<file path="src/rtl/dac_sample_scheduler.sv">
// Buffers sigma-delta DAC samples, releases one per oversampling tick, and applies
// a linear soft-mute gain ramp on enable/disable; flags underruns while playing.
module dac_sample_scheduler #(
  parameter int FIFO_DEPTH = 4,
  parameter int GAIN_STEP  = 1
) (
  input  logic        i_clk,
  input  logic        i_res,
  input  logic [7:0]  i_osr,
  input  logic        i_enable,
  input  logic [15:0] i_sample,
  input  logic        i_valid,
  output logic        o_ready,
  output logic [15:0] o_func,
  output logic        o_tick,
  output logic [1:0]  o_state,
  output logic        o_underrun,
  input  logic        i_clr_underrun
);

  localparam int         AW        = $clog2(FIFO_DEPTH);
  localparam logic [9:0] STEP      = 10'(GAIN_STEP);
  localparam logic [8:0] FULL_GAIN = 9'd256;

  typedef enum logic [1:0] {
    MUTED     = 2'd0,
    RAMP_UP   = 2'd1,
    PLAYING   = 2'd2,
    RAMP_DOWN = 2'd3
  } state_t;

  state_t             state_q, state_d;
  logic [8:0]         gain_q, gain_d, gain_up, gain_dn;
  logic [9:0]         gain_sum;
  logic [7:0]         cnt_q;
  logic               tick, flush, push, pop, empty, full;
  logic [AW:0]        wr_ptr, rd_ptr;
  logic [15:0]        mem [FIFO_DEPTH];
  logic [15:0]        sample_q, sample_d, func_q;
  logic signed [24:0] product;
  logic               underrun_q;

  assign tick   = (cnt_q == 8'd0);
  assign o_tick = tick & ~i_res;

  always_ff @(posedge i_clk or posedge i_res) begin
    if (i_res)     cnt_q <= 8'd0;
    else if (tick) cnt_q <= i_osr;
    else           cnt_q <= cnt_q - 8'd1;
  end

  // Extra pointer bit distinguishes full from empty when the indices match.
  assign empty   = (wr_ptr == rd_ptr);
  assign full    = (wr_ptr[AW-1:0] == rd_ptr[AW-1:0]) && (wr_ptr[AW] != rd_ptr[AW]);
  assign o_ready = !full && (state_q != MUTED);
  assign push    = i_valid && o_ready;
  assign pop     = tick && (state_q != MUTED) && !empty;

  always_ff @(posedge i_clk or posedge i_res) begin
    if (i_res) begin
      wr_ptr <= '0;
      rd_ptr <= '0;
    end else if (flush) begin
      wr_ptr <= '0;
      rd_ptr <= '0;
    end else begin
      if (push) wr_ptr <= wr_ptr + (AW+1)'(1);
      if (pop)  rd_ptr <= rd_ptr + (AW+1)'(1);
    end
  end

  always_ff @(posedge i_clk) begin
    if (push) mem[wr_ptr[AW-1:0]] <= i_sample;
  end

  assign gain_sum = {1'b0, gain_q} + STEP;
  assign gain_up  = (gain_sum >= 10'd256) ? FULL_GAIN : gain_sum[8:0];
  assign gain_dn  = ({1'b0, gain_q} <= STEP) ? 9'd0 : gain_q - STEP[8:0];

  // Direction follows i_enable in the same cycle, so a tick coinciding with a
  // toggle already ramps the new way.
  always_comb begin
    state_d = state_q;
    gain_d  = gain_q;
    flush   = 1'b0;
    case (state_q)
      MUTED: begin
        if (i_enable) state_d = RAMP_UP;
      end
      PLAYING: begin
        if (!i_enable) begin
          state_d = RAMP_DOWN;
          if (tick) begin
            gain_d = gain_dn;
            if (gain_dn == 9'd0) begin
              state_d = MUTED;
              flush   = 1'b1;
            end
          end
        end
      end
      default: begin
        if (i_enable) begin
          state_d = RAMP_UP;
          if (tick) begin
            gain_d = gain_up;
            if (gain_up == FULL_GAIN) state_d = PLAYING;
          end
        end else begin
          state_d = RAMP_DOWN;
          if (tick) begin
            gain_d = gain_dn;
            if (gain_dn == 9'd0) begin
              state_d = MUTED;
              flush   = 1'b1;
            end
          end
        end
      end
    endcase
  end

  always_comb begin
    sample_d = sample_q;
    if (flush)    sample_d = 16'd0;
    else if (pop) sample_d = mem[rd_ptr[AW-1:0]];
  end

  assign product = 25'($signed(sample_d)) * 25'($signed({1'b0, gain_d}));

  always_ff @(posedge i_clk or posedge i_res) begin
    if (i_res) begin
      state_q    <= MUTED;
      gain_q     <= 9'd0;
      sample_q   <= 16'd0;
      func_q     <= 16'd0;
      underrun_q <= 1'b0;
    end else begin
      state_q  <= state_d;
      gain_q   <= gain_d;
      sample_q <= sample_d;
      func_q   <= 16'(product >>> 8);
      if (tick && (state_q == PLAYING) && empty) underrun_q <= 1'b1;
      else if (i_clr_underrun)                   underrun_q <= 1'b0;
    end
  end

  assign o_func     = func_q;
  assign o_state    = state_q;
  assign o_underrun = underrun_q;

endmodule
</file>
<file path="config.mk">
export PLATFORM = sky130hd
export DESIGN_NAME = dac_sample_scheduler
export DESIGN_NICKNAME = d
export VERILOG_FILES = /design/src/rtl/dac_sample_scheduler.sv
export SDC_FILE = /design/constraint.sdc
export NUM_CORES = 1
export LEC_CHECK = 0
export ABC_AREA = 1
export BUFFER_PORTS_ARGS = -buffer_cell sky130_fd_sc_hd__buf_2
export CAP_MARGIN = 40
export CORE_MARGIN = 3
export CORE_UTILIZATION = 40
export CTS_CLUSTER_DIAMETER = 100
export DETAILED_ROUTE_END_ITERATION = 10
export SLEW_MARGIN = 20
export SYNTH_ARGS = -nofsm -noshare
export SYNTH_HDL_FRONTEND = slang
export SYNTH_SLANG_ARGS = --single-unit
</file>
<file path="constraint.sdc">
create_clock -name i_clk -period 16.12 [get_ports i_clk]
set_input_delay 3.224 -clock i_clk [delete_from_list [all_inputs] [get_ports i_clk]]
set_output_delay 3.224 -clock i_clk [all_outputs]
set_load 0.05 [all_outputs]
</file>
# [Yosys cells after proc, flatten, opt, wreduce, memory -nomap -nowiden]
# Memories as Yosys holds them, arrays and structs flattened.
# Cells that the tools add are included.
[classes] n_addsub=5 multipliers=1 order_cmp=2 eq_ne=7 n_mux=30 bitwise_logic=2 n_reduce_logical=17
[ops] operator="2-to-1 mux 9 bit" n=6
[ops] operator="2-to-1 mux 16 bit" n=2
[ops] operator="multiplier 16 x 10 -> 24 bit" n=1
[ops] operator="case mux 9 bit (2 select lines)" n=1
[ops] operator="2-to-1 mux 2 bit" n=7
[ops] operator="2-to-1 mux 3 bit" n=4
[ops] operator="adder 9 x 1 -> 10 bit (second input constant)" n=1
[ops] operator=">= comparator 10 x 9 -> 1 bit (second input constant)" n=1
[ops] operator="== test 9 bit (second input constant)" n=1
[ops] operator="<= comparator 9 x 1 -> 1 bit (second input constant)" n=1
[ops] operator="logical NOT 9 bit" n=1
[ops] operator="subtractor 9 x 1 -> 9 bit (second input constant)" n=1
[ops] operator="logical NOT 8 bit" n=1
[ops] operator="2-to-1 mux 1 bit" n=8
[ops] operator="2-to-1 mux 8 bit" n=1
[ops] operator="nonzero test 2 bit" n=4
[ops] operator="subtractor 8 x 1 -> 8 bit (second input constant)" n=1
[ops] operator="logical AND 1 bit" n=7
[ops] operator="adder 3 x 1 -> 3 bit (second input constant)" n=2
[ops] operator="!= test 2 bit (second input constant)" n=2
[ops] operator="case mux 2 bit (2 select lines)" n=1
[ops] operator="== test 3 bit" n=1
[ops] operator="== test 2 bit" n=1
[ops] operator="== test 2 bit (second input constant)" n=1
[ops] operator="other kinds (6)" n=7
[totals] reg_bits=58 ram_bits=64 input_bits=29 word_cells=73 n_memories=1
[memory_table] name="mem" depth=4 word_bits=16 rd=1 rd_clocked_by_memory_dff=0 wr=1 line_no="38" text="logic [15:0] mem [FIFO_DEPTH];"

# [Depth between registers and ports, before layout]
# Gate-level depths: netlist (run 1).
[logic_depth] ltp_word=9 ltp_mapped=37

# [Least setup slack after synthesis (run 1)]
# OpenSTA, ideal clock, no wires.
[synth_path] kind="input -> register" startpoint="input i_enable" endpoint="register func_q[15], in the netlist o_func[15]" arrival_time_ps=8484 required_time_ps=15999 setup_slack_ps=7514 stages=29 path_buffers=2 path_cell_list="clkbuf_1 a21oi_1 o21ai_0 o21ai_0 nand2_1 o21ai_0 nor2_1 buf_2 nand2_1 fa_1 inv_1 fa_1 inv_1 fa_1 inv_1 fa_1 inv_1 fa_1 inv_1 ha_1 a21oi_1 o21ai_0 a21oi_1 nor2_1 a2111oi_0 nand2_1 nand2_1 nand2_1 xor2_1"
[synth_between] word_cells_on_any_way=7 classes_between="mul (1); mux (6)"
[synth_lines] element="start, declared" line_no="10" text="input logic i_enable,"
[synth_lines] element="2-to-1 mux 9 bit (on tied branches)" line_no="103, 91"
[synth_lines] element="case mux 9 bit (2 select lines) (*)" line_no="86" text="case (state_q)"
[synth_lines] element="net gain_d[3]" line_no="33" text="logic [8:0] gain_q, gain_d, gain_up, gain_dn;"
[synth_lines] element="multiplier 16 x 10 -> 24 bit (*)" line_no="129" text="assign product = 25'($signed(sample_d)) * 25'($signed({1'b0, gain_d}));"
[synth_lines] element="net product[23]" line_no="40" text="logic signed [24:0] product;"
[synth_lines] element="end signal, assigned" line_no="142" text="func_q <= 16'(product >>> 8);"
[synth_lines] element="end, declared" line_no="39" text="logic [15:0] sample_q, sample_d, func_q;"
# The timed path passes the listed nets; every way through them passes the cells marked *.
# A chain may end at the register's enable or synchronous reset.

# [Final worst setup path (run 1)]
[layout_path] startpoint="input i_enable" endpoint="register func_q[15], in the netlist o_func[15]"
[layout_between] elab_chain_cells=4 word_cells_on_any_way=7 classes_between="mul (1); mux (6)"
[layout_rtl] element="2-to-1 mux 1 bit" line_no="91" text="if (!i_enable) begin"
[layout_rtl] element="2-to-1 mux 1 bit"
[layout_rtl] element="2-to-1 mux 16 bit" line_no="125" text="if (flush) sample_d = 16'd0;"
[layout_rtl] element="multiplier 16 x 10 -> 24 bit (*)" line_no="129"
[layout_rtl] element="net product[23]" line_no="40"
# Marked as above.

==> metrics.txt, run 1 <==
status finished clean; synthesis-stage register bit count 122; Slew HR 0.514; Synthesized Nets between 1000 and 1500; share of cells above drive strength 1 0.118; clock transition at the register clock pins on the worst setup and hold paths after CTS ~60 ps; via count of the first global-routing pass 8529; startpoint-to-endpoint class of the critical path input pin to flop; worst clock skew roughly 17 ps; Seq/Total Area, Yosys 0.315; number of placed I/O pins 50; die height roughly 170 um; number of gates resized after CTS 0; post-synthesis instance total 1231; global-route wire length before repair 43400 um; dominant register cell in the synthesized netlist sky130_fd_sc_hd__edfxtp_1; critical path arrival 9260 ps; number of placement rows 59; Setup crit end kind flop; worst hold slack between 400 and 500 ps; number of antenna violations at the first check in global routing 0; hold-fix buffer count after cts 0; number of buffers created by CTS 17; total via count after detailed routing between 8000 and 9000; global-route congestion overflow total 0; Setup Viol. Count Final 0; number of standard cells in the final layout excluding fillers 1631; Final TNS setup 0 ps; most frequent cells after synthesis sky130_fd_sc_hd__inv_1 (217), sky130_fd_sc_hd__nand2_1 (211), sky130_fd_sc_hd__nor2_1 (181), sky130_fd_sc_hd__fa_1 (114), sky130_fd_sc_hd__o21ai_0 (82); most area-hungry cell type in the Yosys netlist sky130_fd_sc_hd__fa_1; Cell variety after synth 55; CTS sink cnt 122; CP max FO 14; gr usage total 0.189; insertion delay to the later sink of the worst-skew pair 430 ps; max-slew violation count 0; Detail Placement HPWL 19700 um; drt via density 5.09; sum of internal, switching and leakage power between 2 and 2.5 mW; highest achievable clock rate 112 MHz; layout net count 1485; setup repair after global routing missed its margin false; largest net degree at the start of global routing 59; TritonCTS clock tree yes; final weighted congestion of routability-driven global placement 0.916; number of hold violations in the final report 0; number of levels the H-tree was split into 4; VDD IR-drop max 86.8 uV; iteration count of the initial detailed-routing pass 5; antenna viol nets, final 0; Leakage Power 6.10 nW; area of the mapped netlist 10700 sq um; synthesized area per cell around 8.7 sq um; violation count after the first detailed-routing iteration between 600 and 700; root buffer cell sky130_fd_sc_hd__clkbuf_16; final period utilization 0.555; PwrDens 185 nW/um^2; aggregate routed wire length around 26000 um; fraction of synthesized cell area taken by the top area cell type 0.213; CP Launch Type input pin; cell with the most instances after synthesis sky130_fd_sc_hd__inv_1; count of synthesis-stage warnings from yosys 0; share of flip-flops with an asynchronous set or reset after synthesis 0.475; antenna fix cells 0; Post-CTS Repair Setup Buffers 0; Min Clock Period, post-route 8950 ps; required time reported for the critical path endpoint 16430 ps; DIE AREA 28800 sq um; maximum clock insertion buffer count 2; Layout area overhead 11.6%; standard cell core area 26200 sq um; Port-buffer cells slightly below 50; kind of path behind the tightest hold check flop to flop; placed cell count 1597; initial cell density of the core 0.409; main area contributors after synthesis sky130_fd_sc_hd__fa_1 (21%), sky130_fd_sc_hd__edfxtp_1 (18%), sky130_fd_sc_hd__dfrtp_1 (14%); Max Cap Viol 0; count of flip-flops with a built-in enable after synthesis 64; measured slew at the worst slew-check pin between 700 and 800 ps; post-detailed-route wirelength per cell roughly 16 um; total DRC errors in the routed layout 0; floorplan die width between 150 and 200 um
-- kinds of logic (layout without fill, tap and decap cells) --
logic type	count (synthesis)	count (layout)	share of synthesized area
muxes	1	1	0.00105
buffers and inverters	260	325	0.0948
DFF	122	122	0.315
adders and majority gates	173	173	0.282
AOI/OAI and AO/OA	156	156	0.0856
xor gates and xnor gates	28	28	0.0229
and+or+nand+nor	491	491	0.199
-- layout by cell type (no fill, tap or decap), drive strengths merged, types with 2 or more instances in the layout --
| master | n |
|---|---|
| nor3 | 9 |
| o211ai | 3 |
| nand2 | 227 |
| nand3b | 3 |
| fa | 114 |
| edfxtp | 64 |
| xnor2 | 11 |
| o31ai | 2 |
| nor4 | 2 |
| dfrtp | 58 |
| o22ai | 4 |
| ha | 59 |
| buf | 62 |
| a2111oi | 2 |
| or2 | 2 |
| clkinv | 4 |
| nor2 | 198 |
| nand3 | 43 |
| o21bai | 3 |
| nand4 | 6 |
| clkbuf | 19 |
| o21ai | 85 |
| a21oi | 32 |
| xor2 | 17 |
| o221ai | 11 |
| a31oi | 8 |
| inv | 239 |
-- final timing paths --
kind,start,to,slack [ps],cells after the start
hold / removal,cnt_q[0],cnt_q[0],490,1
setup reg to reg,cnt_q[0],o_func[15],8470,32
setup / recovery,i_enable,o_func[15],7170,26
min in group asynchronous,i_res,cnt_q[6],2750,3
max in group asynchronous,i_res,sample_q[0],12880,4
hold reg to reg,cnt_q[0],cnt_q[0],490,1
-- per-stage QoR --
stage / setup WS [ps] / utilization / cell area [sq um]
CTS: 7210 / 0.455 / 11900
finish: 7170 / 0.456 / 12000
global placement: 6630 / 0.431 / 11300
floorplan: 7510 / - / 10700
global route: 6680 / 0.456 / 12000
detailed placement: 6770 / 0.433 / 11300
-- final cells by class --
class | instances | area (sq um)
well taps | 335 | 419
clock inverters | 13 | 120
multi-input cells | 849 | 6330
inverters | 231 | 867
clock buffers | 19 | 464
fillers | 2541 | 14200
repair buffers | 62 | 387
flip-flops and latches | 122 | 3370
-- power by group --
group          total [mW]  internal (mW)  switching [mW]
Clock               0.375          0.217           0.159
Combinational        1.38          0.485           0.891
Sequential          0.457          0.413          0.0434
-- worst max-delay path, stage by stage --
cell and delay [ps]:
sky130_fd_sc_hd__buf_2 240, sky130_fd_sc_hd__inv_1 250, sky130_fd_sc_hd__nor2_1 340, sky130_fd_sc_hd__nor2_1 90, sky130_fd_sc_hd__o22ai_1 170, sky130_fd_sc_hd__nor2_1 60, sky130_fd_sc_hd__buf_4 190, sky130_fd_sc_hd__inv_1 200
sky130_fd_sc_hd__nor2_1 110, sky130_fd_sc_hd__fa_1 740, sky130_fd_sc_hd__inv_1 110, sky130_fd_sc_hd__fa_1 540, sky130_fd_sc_hd__inv_1 50, sky130_fd_sc_hd__fa_1 460, sky130_fd_sc_hd__fa_1 520, sky130_fd_sc_hd__fa_1 490
sky130_fd_sc_hd__ha_1 370, sky130_fd_sc_hd__nand2_1 120, sky130_fd_sc_hd__nor2_1 60, sky130_fd_sc_hd__nand2_1 80, sky130_fd_sc_hd__nor2_1 50, sky130_fd_sc_hd__a2111oi_0 300, sky130_fd_sc_hd__nand2_1 180, sky130_fd_sc_hd__nand2_1 90
sky130_fd_sc_hd__nand2_1 60, sky130_fd_sc_hd__xor2_1 130
-- flip-flops by register name, indices dropped and copies added (netlist names) --
| name | flops |
|---|---|
| o_state | 2 |
| cnt_q | 8 |
| o_func | 16 |
| sample_q | 16 |
| rd_ptr | 3 |
| wr_ptr | 3 |
| mem | 64 |
| o_underrun | 1 |
| gain_q | 9 |
-- layer usage --
metal	part of all wire	routed length, um	vias up	global-route usage
met5	0	0	-	0
met4	0.014	366	0	0.0477
met3	0.032	818	26	0.0268
met2	0.51	13300	139	0.339
met1	0.44	11500	4155	0.242
li1	-	-	3978	-
Note: power is estimated with default switching activity, not from simulation.
==> run 2, diff against run 1 <==
==> constraint.sdc (replaced) <==
create_clock -name i_clk -period 9 [get_ports i_clk]
set_input_delay 1.8 -clock i_clk [delete_from_list [all_inputs] [get_ports i_clk]]
set_output_delay 1.8 -clock i_clk [all_outputs]
set_load 0.05 [all_outputs]
==> run 2 against run 1 <==
Net effect: via count decreased by 0.94%; wire length about the same; utilization about the same; cell count unchanged; critical path depth increased by 6; register-to-register slack got worse by 7400 ps; sequential cell count unchanged; critical endpoint unchanged.
==> metrics.txt, run 2 (same netlist as run 1, synthesis figures left out) <==
Setup Viol. Count Final 0 (unchanged); hold-fix buffer count after cts 0 (unchanged); CP max FO 26 (+12); final weighted congestion of routability-driven global placement 0.890 (-2.9%); worst reg-to-reg path cell count 32 (unchanged); Port-buffer cells 49 (unchanged); post-detailed-route wirelength per cell 15.9 um (about the same); worst clock skew 11.6 ps (-5.09 ps); Slew HR 0.532 (+0.0181); number of placed I/O pins 50 (unchanged); Setup crit end kind flop; share of cells above drive strength 1 0.118 (unchanged); kind of path behind the tightest hold check flop to flop; VDD IR-drop max 184 uV (+110%); standard cell core area 26200 sq um (unchanged); highest achievable clock rate 126 MHz; critical path arrival 8280 ps (-980 ps); final period utilization 0.884; number of antenna violations at the first check in global routing 0 (unchanged); most common cell after layout, fill and taps aside sky130_fd_sc_hd__inv_1; die height 170 um (unchanged); area of the multi-input gates 6330 sq um (unchanged); root buffer cell sky130_fd_sc_hd__clkbuf_16; PwrDens 331 nW/um^2 (+79%); global-route congestion overflow total 0 (unchanged); max-slew violation count 0 (unchanged); aggregate routed wire length 25900 um (about the same); TritonCTS clock tree yes; layout net count 1485 (unchanged); clock transition at the register clock pins on the worst setup and hold paths after CTS 70 ps (about the same); depth of the worst hold-timing path 1 (unchanged); post-route met1 wirelength 11500 um (+0.10%); antenna viol nets, final 0 (unchanged); via count of the first global-routing pass 8591 (+0.73%); CP Launch Type flop; top routing layer used met4; required time reported for the critical path endpoint 9320 ps (-7110 ps); CTS sink cnt 122 (unchanged); status finished clean; placed instance area 11300 sq um (about the same); storage element area 3370 sq um (unchanged); total DRC errors in the routed layout 0 (unchanged); cell occurring most often along the worst timing path sky130_fd_sc_hd__inv_1; number of levels the H-tree was split into 4 (unchanged); DIE AREA 28800 sq um (unchanged); gr usage total 0.193 (+0.00322); slowest cell on the critical path sky130_fd_sc_hd__fa_1; total via count after detailed routing 8220 (-0.94%); number of placement rows 59 (unchanged); Post-CTS Repair Setup Buffers 0 (unchanged); Max Cap Viol 0 (unchanged); number of flip-flops in the largest register 64 (unchanged); insertion delay to the later sink of the worst-skew pair 430 ps (about the same); fillcell total 2579 (+1.5%); delay of the slowest critical-path stage 530 ps (-210 ps); initial cell density of the core 0.409 (unchanged); Layout area overhead 11.5% (about the same); Leakage Power 6.09 nW (-0.11%); number of hold violations in the final report 0 (unchanged); global-route wire length before repair 43900 um (+1.4%); maximum clock insertion buffer count 2 (unchanged); number of buffers created by CTS 17 (unchanged); routed length on met3 938 um (+15%); drt via density 5.04 (-0.94%); number of gates resized after CTS 0 (unchanged); iteration count of the initial detailed-routing pass 5 (unchanged); Final TNS setup 0 ps (unchanged); startpoint-to-endpoint class of the critical path flop to flop; Min Clock Period, post-route ~8000 ps; leading cell types in the layout, fill and taps excluded sky130_fd_sc_hd__inv_1 (216), sky130_fd_sc_hd__nand2_1 (211), sky130_fd_sc_hd__nor2_1 (181); setup repair after global routing missed its margin false; measured slew at the worst slew-check pin 700 ps (-27.1 ps); floorplan die width 170 um (unchanged); violation count after the first detailed-routing iteration 660 (-5.3%); post-layout instance area 12000 sq um (about the same); antenna fix cells 0 (unchanged); Detail Placement HPWL 19600 um (-0.55%); detailed-routed wire length on met2 13000 um (-2.1%); largest net degree at the start of global routing 59 (unchanged)
## run 2: per-layer routing
layer | vias to the layer above | GRT usage
met4 | 0 | 0.0594
met1 | 4069 | 0.252
met2 | 145 | 0.335
li1 | 3970 | -
met3 | 36 | 0.0238
met5 | - | 0
## run 2: report_power, final
part           switching (mW)  internal (mW)  total, mW
Clock                   0.305          0.398      0.703
Combinational            1.58          0.862       2.44
Sequential             0.0772          0.740      0.817
## run 2: final timing paths
check	start	end	slack, ps
max	cnt_q[0]	o_func[15]	1040
min	cnt_q[0]	cnt_q[0]	480
max reg2reg	cnt_q[0]	o_func[15]	1040
min reg2reg	cnt_q[0]	cnt_q[0]	480
max in group asynchronous	i_res	sample_q[4]	7060
min in group asynchronous	i_res	cnt_q[5]	1420
## run 2: cell type report
| type | instances | area share |
|---|---|---|
| clock inverters | 15 | 0.0146 |
| well taps | 335 | 0.0351 |
| clock buffers | 17 | 0.0356 |
| flip-flops and latches | 122 | 0.282 |
| repair buffers | 62 | 0.0304 |
| multi-input cells | 849 | 0.530 |
| inverters | 231 | 0.0725 |
## run 2: per-stage QoR
step	std cells	power [mW]	utilization	setup WS [ps]	hold slack [ps]
2_1_floorplan	1231	2.71	-	1820	440
3_3_place_gp	1597	3.28	0.432	1050	471
3_5_place_dp	1598	3.30	0.432	1020	466
4_1_cts	1630	4.02	0.455	998	482
5_1_grt	1631	4.42	0.456	305	534
6_report	1631	3.96	0.456	1040	475
## run 2: worst max-delay path: cells and delay by family (launching register included)
family,cells,cell delay [ps]
fa+ha+maj,7,3110
compound gates,5,910
buf+inv,9,1290
simple gates,10,2000
flops,1,370
xor+xnor,1,130
